--- config.mk ---
export PLATFORM = sky130hd
export DESIGN_NAME = mem_stage
export DESIGN_NICKNAME = d
export VERILOG_FILES = /design/src/rtl/mem_stage.sv
export SDC_FILE = /design/constraint.sdc
export NUM_CORES = 1
export LEC_CHECK = 0
export BUFFER_PORTS_ARGS = -buffer_cell sky130_fd_sc_hd__buf_2
export CAP_MARGIN = 0
export CORE_AREA = 2 2 137 139
export CTS_BUF_LIST = sky130_fd_sc_hd__clkbuf_4 sky130_fd_sc_hd__clkbuf_8 sky130_fd_sc_hd__clkbuf_16
export CTS_CLUSTER_DIAMETER = 50
export CTS_CLUSTER_SIZE = 30
export DETAILED_ROUTE_END_ITERATION = 16
export DIE_AREA = 0 0 139 141
export GPL_TIMING_DRIVEN = 0
export PLACE_DENSITY = 0.69
export SETUP_SLACK_MARGIN = 0.05
export SYNTH_ARGS = -nofsm -noshare
export SYNTH_HDL_FRONTEND = slang
export SYNTH_SLANG_ARGS = --single-unit
--- constraint.sdc ---
create_clock -name clk -period 2.4 [get_ports clk]
set_input_delay 0.24 -clock clk [delete_from_list [all_inputs] [get_ports clk]]
set_output_delay 0.24 -clock clk [all_outputs]
set_load 0.01 [all_outputs]
--- src/rtl/mem_stage.sv ---
// mem_stage: memory-access stage of the 5-stage MIPS pipeline.
//
// Resolves branches and jumps combinationally. Performs byte, halfword and
// word loads and stores over a req/ack data-memory port. Stalls the upstream
// pipe while an access is in flight. Contains the MEM/WB pipeline register.
//
// Ports:
//   clk, reset                 rising-edge clock, async active-low reset
//   alu_result_in              effective address or ALU result
//   r_data2_in                 store data
//   mux_RegDst_in              destination register index
//   add_result_in, pc_jump_in  branch / jump targets
//   zero_in, m_Branch_in, m_BranchNot_in, m_Jump_in   branch controls
//   m_MemRead_in, m_MemWrite_in                       memory controls
//   wb_RegWrite_in, wb_MemtoReg_in                    write-back controls
//   opcode_in                  opcode used for load/store sizing
//   pcsrc_out, pc_target_out   PC redirect (combinational)
//   stall_out                  hold IF..EX/MEM this cycle
//   mem_req/we/addr/wdata/be   registered data-memory request
//   mem_rdata, mem_ack         data-memory response
//   read_data_out, alu_result_out, mux_RegDst_out,
//   wb_RegWrite_out, wb_MemtoReg_out                  MEM/WB register
//   misalign_out               one-cycle misaligned-access flag
module mem_stage #(
    parameter int B = 32,
    parameter int W = 5
) (
    input  logic         clk,
    input  logic         reset,
    input  logic [B-1:0] alu_result_in,
    input  logic [B-1:0] r_data2_in,
    input  logic [W-1:0] mux_RegDst_in,
    input  logic [B-1:0] add_result_in,
    input  logic [B-1:0] pc_jump_in,
    input  logic         zero_in,
    input  logic         m_Branch_in,
    input  logic         m_BranchNot_in,
    input  logic         m_Jump_in,
    input  logic         m_MemRead_in,
    input  logic         m_MemWrite_in,
    input  logic         wb_RegWrite_in,
    input  logic         wb_MemtoReg_in,
    input  logic [5:0]   opcode_in,
    output logic         pcsrc_out,
    output logic [B-1:0] pc_target_out,
    output logic         stall_out,
    output logic         mem_req,
    output logic         mem_we,
    output logic [B-1:0] mem_addr,
    output logic [B-1:0] mem_wdata,
    output logic [3:0]   mem_be,
    input  logic [B-1:0] mem_rdata,
    input  logic         mem_ack,
    output logic [B-1:0] read_data_out,
    output logic [B-1:0] alu_result_out,
    output logic [W-1:0] mux_RegDst_out,
    output logic         wb_RegWrite_out,
    output logic         wb_MemtoReg_out,
    output logic         misalign_out
);

    localparam logic [5:0] OP_LB  = 6'h20;
    localparam logic [5:0] OP_LH  = 6'h21;
    localparam logic [5:0] OP_LBU = 6'h24;
    localparam logic [5:0] OP_LHU = 6'h25;
    localparam logic [5:0] OP_SB  = 6'h28;
    localparam logic [5:0] OP_SH  = 6'h29;

    typedef enum logic {IDLE, REQ} state_t;
    typedef enum logic [1:0] {SZ_BYTE, SZ_HALF, SZ_WORD} size_t;

    state_t       state, state_next;
    size_t        op_size, req_size;
    logic         op_signed, op_aligned, is_mem;
    logic         req_signed;
    logic [1:0]   req_lo;
    logic [B-1:0] st_wdata;
    logic [3:0]   st_be;
    logic         stall_int, start_req, ack_done, misalign_now;
    logic [7:0]   byte_sel;
    logic [15:0]  half_sel;
    logic [B-1:0] load_data;

    assign is_mem = m_MemRead_in | m_MemWrite_in;

    // Branch resolution is purely combinational on the EX/MEM fields.
    assign pcsrc_out     = m_Jump_in | (m_Branch_in & zero_in) | (m_BranchNot_in & ~zero_in);
    assign pc_target_out = m_Jump_in ? pc_jump_in : add_result_in;

    // Access size and signedness from the opcode; unknown mem opcodes are words.
    always_comb begin
        op_size    = SZ_WORD;
        op_signed  = 1'b0;
        op_aligned = 1'b1;
        case (opcode_in)
            OP_LB:         begin op_size = SZ_BYTE; op_signed = 1'b1; end
            OP_LBU, OP_SB: op_size = SZ_BYTE;
            OP_LH:         begin op_size = SZ_HALF; op_signed = 1'b1; end
            OP_LHU, OP_SH: op_size = SZ_HALF;
            default:       op_size = SZ_WORD;
        endcase
        case (op_size)
            SZ_BYTE: op_aligned = 1'b1;
            SZ_HALF: op_aligned = ~alu_result_in[0];
            default: op_aligned = (alu_result_in[1:0] == 2'b00);
        endcase
    end

    // Store data is replicated across every lane so the byte enables alone
    // pick the bytes written.
    always_comb begin
        st_wdata = r_data2_in;
        st_be    = 4'b1111;
        case (op_size)
            SZ_BYTE: begin
                st_wdata = {4{r_data2_in[7:0]}};
                st_be    = 4'b0001 << alu_result_in[1:0];
            end
            SZ_HALF: begin
                st_wdata = {2{r_data2_in[15:0]}};
                st_be    = alu_result_in[1] ? 4'b1100 : 4'b0011;
            end
            default: ;
        endcase
    end

    // Next-state and stall logic. A misaligned op never leaves IDLE.
    always_comb begin
        state_next   = state;
        stall_int    = 1'b0;
        start_req    = 1'b0;
        ack_done     = 1'b0;
        misalign_now = 1'b0;
        case (state)
            IDLE: begin
                if (is_mem) begin
                    if (op_aligned) begin
                        stall_int  = 1'b1;
                        start_req  = 1'b1;
                        state_next = REQ;
                    end else begin
                        misalign_now = 1'b1;
                    end
                end
            end
            REQ: begin
                if (mem_ack) begin
                    ack_done   = 1'b1;
                    state_next = IDLE;
                end else begin
                    stall_int = 1'b1;
                end
            end
            default: state_next = IDLE;
        endcase
    end

    // Stall is masked during reset so nothing upstream sees a stale hold.
    assign stall_out = stall_int & reset;

    always_ff @(posedge clk or negedge reset) begin
        if (!reset) state <= IDLE;
        else        state <= state_next;
    end

    // Memory port and the lane info needed to format the returning read.
    always_ff @(posedge clk or negedge reset) begin
        if (!reset) begin
            mem_req    <= 1'b0;
            mem_we     <= 1'b0;
            mem_addr   <= '0;
            mem_wdata  <= '0;
            mem_be     <= 4'b0000;
            req_size   <= SZ_WORD;
            req_signed <= 1'b0;
            req_lo     <= 2'b00;
        end else if (start_req) begin
            mem_req    <= 1'b1;
            mem_we     <= m_MemWrite_in;
            mem_addr   <= {alu_result_in[B-1:2], 2'b00};
            mem_wdata  <= st_wdata;
            mem_be     <= st_be;
            req_size   <= op_size;
            req_signed <= op_signed;
            req_lo     <= alu_result_in[1:0];
        end else if (ack_done) begin
            mem_req <= 1'b0;
        end
    end

    // Lane extraction and sign/zero extension of the read word.
    always_comb begin
        byte_sel  = 8'h00;
        half_sel  = req_lo[1] ? mem_rdata[31:16] : mem_rdata[15:0];
        load_data = mem_rdata;
        case (req_lo)
            2'd0:    byte_sel = mem_rdata[7:0];
            2'd1:    byte_sel = mem_rdata[15:8];
            2'd2:    byte_sel = mem_rdata[23:16];
            default: byte_sel = mem_rdata[31:24];
        endcase
        case (req_size)
            SZ_BYTE: load_data = req_signed ? {{(B-8){byte_sel[7]}}, byte_sel}
                                            : {{(B-8){1'b0}}, byte_sel};
            SZ_HALF: load_data = req_signed ? {{(B-16){half_sel[15]}}, half_sel}
                                            : {{(B-16){1'b0}}, half_sel};
            default: load_data = mem_rdata;
        endcase
    end

    // MEM/WB register. Stalls and misaligned ops insert a bubble while data
    // fields hold; read data only changes when an access completes.
    always_ff @(posedge clk or negedge reset) begin
        if (!reset) begin
            read_data_out   <= '0;
            alu_result_out  <= '0;
            mux_RegDst_out  <= '0;
            wb_RegWrite_out <= 1'b0;
            wb_MemtoReg_out <= 1'b0;
            misalign_out    <= 1'b0;
        end else begin
            misalign_out <= misalign_now;
            if (stall_int || misalign_now) begin
                wb_RegWrite_out <= 1'b0;
                wb_MemtoReg_out <= 1'b0;
            end else begin
                alu_result_out  <= alu_result_in;
                mux_RegDst_out  <= mux_RegDst_in;
                wb_RegWrite_out <= wb_RegWrite_in;
                wb_MemtoReg_out <= wb_MemtoReg_in;
                if (ack_done) read_data_out <= load_data;
            end
        end
    end

endmodule

==> impl_metrics.env <==
export IMPL_synth_ff_type="dfrtp_1"
export IMPL_synth_cell_types=53
export IMPL_max_cap_viol_count=0
export IMPL_worst_r2r_endpoint="read_data_out[31]"
export IMPL_detail_route_first_pass_iterations=5
export IMPL_crit_path_top_delay_cell="dfrtp_1"
export IMPL_netlist_area_leader_share=0.525
export IMPL_maximum_number_of_pins_on_one_net_before_global_route_repair=80
export IMPL_filler_cell_count=1669
export IMPL_drt_vias_per_instance=5.15
export IMPL_netlist_top_cells_count="dfrtp_1, mux2_2, nor2_1, a21oi_1, nand2_1"
export IMPL_failing_checks="negative hold slack"
export IMPL_timing_critical_path_to_type="output port"
export IMPL_max_vdd_ir_drop_v=0.000598
export IMPL_fin_hold_ws_ns=-0.174
export IMPL_drtAntennaViolNets=0
export IMPL_synth_edf_count=0
export IMPL_rsz0062_at_grt="no"
export IMPL_static_leakage_power_nw=4.70
export IMPL_timing_setup_tns_ns=0
export IMPL_tritoncts="yes"
export IMPL_routed_wl_met3_um=2650
export IMPL_timing_critical_path_from_type="flop"
export IMPL_critical_path_class="reg2out"
export IMPL_max_freq_ghz=0.491
export IMPL_synth_area_sq_um=6910
export IMPL_die_w_um=139
export IMPL_dieHeight_um=141
export IMPL_setup_viol=0
export IMPL_gr_total_overflow=0
export IMPL_route_layer_met1_wl_um=8460
export IMPL_grt_first_pass_wirelength_um=35500
export IMPL_die_area_sq_um=19600
export IMPL_floorplan_core_area_sq_um=18300
export IMPL_clk_insertion_delay_late_ns=0.42
export IMPL_r2r_cells=5
export IMPL_synth_seq_area_share=0.529
export IMPL_synth_seq_cells=146
export IMPL_timing_max_slew_rel_slack=0.554
export IMPL_cp_data_arrival_time_ns=1.80
export IMPL_ios=358
export IMPL_timing_final_crit_period_ns=2.04
export IMPL_routability_driven_placement_congestion_ratio=0.885
export IMPL_avgRoutedWirePerCell_um=19.9
export IMPL_clock_path_buffers=2
export IMPL_number_of_global_route_vias_before_repair=6206
export IMPL_startpoint="state"
export IMPL_nets=1123
export IMPL_portBuffers=353
export IMPL_path_max_fanout=10
export IMPL_clock_sinks=146
export IMPL_cp_required_ns=2.16
export IMPL_first_iter_violations=397
export IMPL_synth_area_leaders="dfrtp_1, mux2_2, a21oi_1"
export IMPL_synth_async_reset_ratio=1.00
export IMPL_final_period_util=0.848
export IMPL_hpwlAfterDp_um=18700
export IMPL_start_util=0.378
export IMPL_met2_wirelength_um=12000
export IMPL_outcome="finished, violations left"
export IMPL_timing_rr_start="req_size[1]"
export IMPL_final_max_slew_violation_count=0
export IMPL_timing_critical_path_cells="o21ba_2 > o21ai_4 > buf_6 > a21boi_0 > buf_2"
export IMPL_fp_row_count=50
export IMPL_cts_max_level=4
export IMPL_fin_util=0.527
export IMPL_drc_errors=0
export IMPL_cts_buffers=17
export IMPL_powerDensity_nw_per_um2=989
export IMPL_postSynthCellCount=567
export IMPL_global_route_usage_total=0.238
export IMPL_postCtsSetupRepairBufs=0
export IMPL_cts_root_buffer="clkbuf_16"
export IMPL_totalWireLength_um=23700
export IMPL_timing_reg2reg_setup_slack_ns=0.37
export IMPL_endpoints_failing_hold=67
export IMPL_post_cts_resized=0
export IMPL_synthDominantAreaCellType="dfrtp_1"
export IMPL_antenna_found_initial=2
export IMPL_hold_class="in2async"
export IMPL_critical_path_destination="stall_out"
export IMPL_areaGrowthSynthToFinish_pct=39.3
export IMPL_critical_path_max_stage_delay_ns=0.42
export IMPL_synth_warning_count=0
export IMPL_clock_skew_final_ns=0.00938
export IMPL_synth_avg_cell_area_sq_um=12.2
export IMPL_clock_input_transition_at_the_sequential_cells_of_the_worst_setup_and_hold_paths_ns=0.07
export IMPL_synth_most_common_cell="dfrtp_1"
export IMPL_timing_worst_slew_pin_value_ns=0.668
export IMPL_post_route_cells_drive_above_1_share=0.569
export IMPL_highest_signal_layer="met4"
export IMPL_routed_via_count=6127
-- metrics by stage --
stage	instance area [sq um]	hold WS, ns	setup slack (ns)	std cells	total power [mW]
after CTS	9610	-0.153	0.306	1188	9.63
after detailed placement	9000	0.302	0.430	1156	6.83
after global placement	8970	0.456	-1.12	1155	6.75
after floorplan	6910	-0.0556	0.722	568	5.31
final	9620	-0.174	0.365	1190	9.51
after global routing	9620	-0.124	0.176	1190	10.0
-- final cells by class --
class                   instances  area (sq um)  area share
flip-flops and latches        146          3650       0.380
multi-input cells             376          3000       0.312
repair buffers                354          1800       0.187
clock buffers                  17           425      0.0442
well taps                     234           293      0.0304
plain buffers                  43           244      0.0254
clock inverters                15           184      0.0191
inverters                       3          11.3     0.00117
diodes                          2          5.00    0.000520
-- layer usage --
layer  track usage  vias up
met5             0        -
li1              -     2821
met4        0.0813        0
met3         0.108       37
met2         0.415      312
met1         0.258     2957
-- layout by cell type (no fill, tap or decap), types with 3 or more instances in the layout --
| master | n |
|---|---|
| and3_1 | 4 |
| a21oi_1 | 35 |
| clkbuf_16 | 17 |
| mux2_1 | 3 |
| a22o_1 | 4 |
| nand3b_1 | 6 |
| clkinvlp_4 | 4 |
| buf_4 | 3 |
| a221o_1 | 15 |
| buf_6 | 9 |
| nor2b_1 | 10 |
| inv_8 | 6 |
| nor2_1 | 38 |
| buf_2 | 361 |
| a211oi_1 | 17 |
| a211o_1 | 7 |
| clkbuf_1 | 22 |
| inv_6 | 3 |
| mux2_2 | 123 |
| nand2_1 | 32 |
| dfrtp_1 | 145 |
| a22oi_1 | 16 |
| nand2b_1 | 3 |
| a21o_1 | 12 |
| o21ai_0 | 17 |
-- power by group --
group / leakage [nW] / total, mW / internal (mW) / switching (mW)
sequential: 1.73 / 3.59 / 3.21 / 0.381
clock: 0.288 / 2.77 / 1.58 / 1.18
combinational: 2.68 / 3.16 / 1.45 / 1.71
-- cells by family (layout without fill, tap and decap cells) --
| group | Yosys count | after routing | synth area share |
|---|---|---|---|
| DFF | 146 | 146 | 0.529 |
| muxes | 129 | 129 | 0.212 |
| buffers and inverters | 46 | 432 | 0.0370 |
| and+or+nand+nor | 103 | 103 | 0.0721 |
| xor gates and xnor gates | 1 | 1 | 0.00127 |
| other | 1 | 4 | 0.000543 |
| AOI/OAI and AO/OA | 141 | 141 | 0.148 |
-- critical path: cells and delay by family (launching register included) --
kind | cells | cell delay (ns)
buffers and inverters | 2 | 0.34
DFF | 1 | 0.42
AOI/OAI and AO/OA | 3 | 0.62
-- how the worst min path moves through the flow --
stage                             end  slack (ns)  cells after the start
finish                  mem_wdata[22]       -0.17                      1
global route            mem_wdata[17]       -0.12                      1
CTS                      mem_wdata[1]       -0.15                      1
detailed placement       mem_wdata[1]        0.30                      1
global placement            mem_be[0]        0.46                      1
floorplan           alu_result_out[0]       -0.06                      0
-- registers in the layout (all words and copies together), names as in the netlist, 2 cells and up --
| name | count |
|---|---|
| mux_RegDst_out | 5 |
| mem_addr | 30 |
| req_lo | 2 |
| read_data_out | 32 |
| req_size | 2 |
| alu_result_out | 32 |
| mem_be | 4 |
| mem_wdata | 32 |
Note: power is estimated with default switching activity, not from simulation.
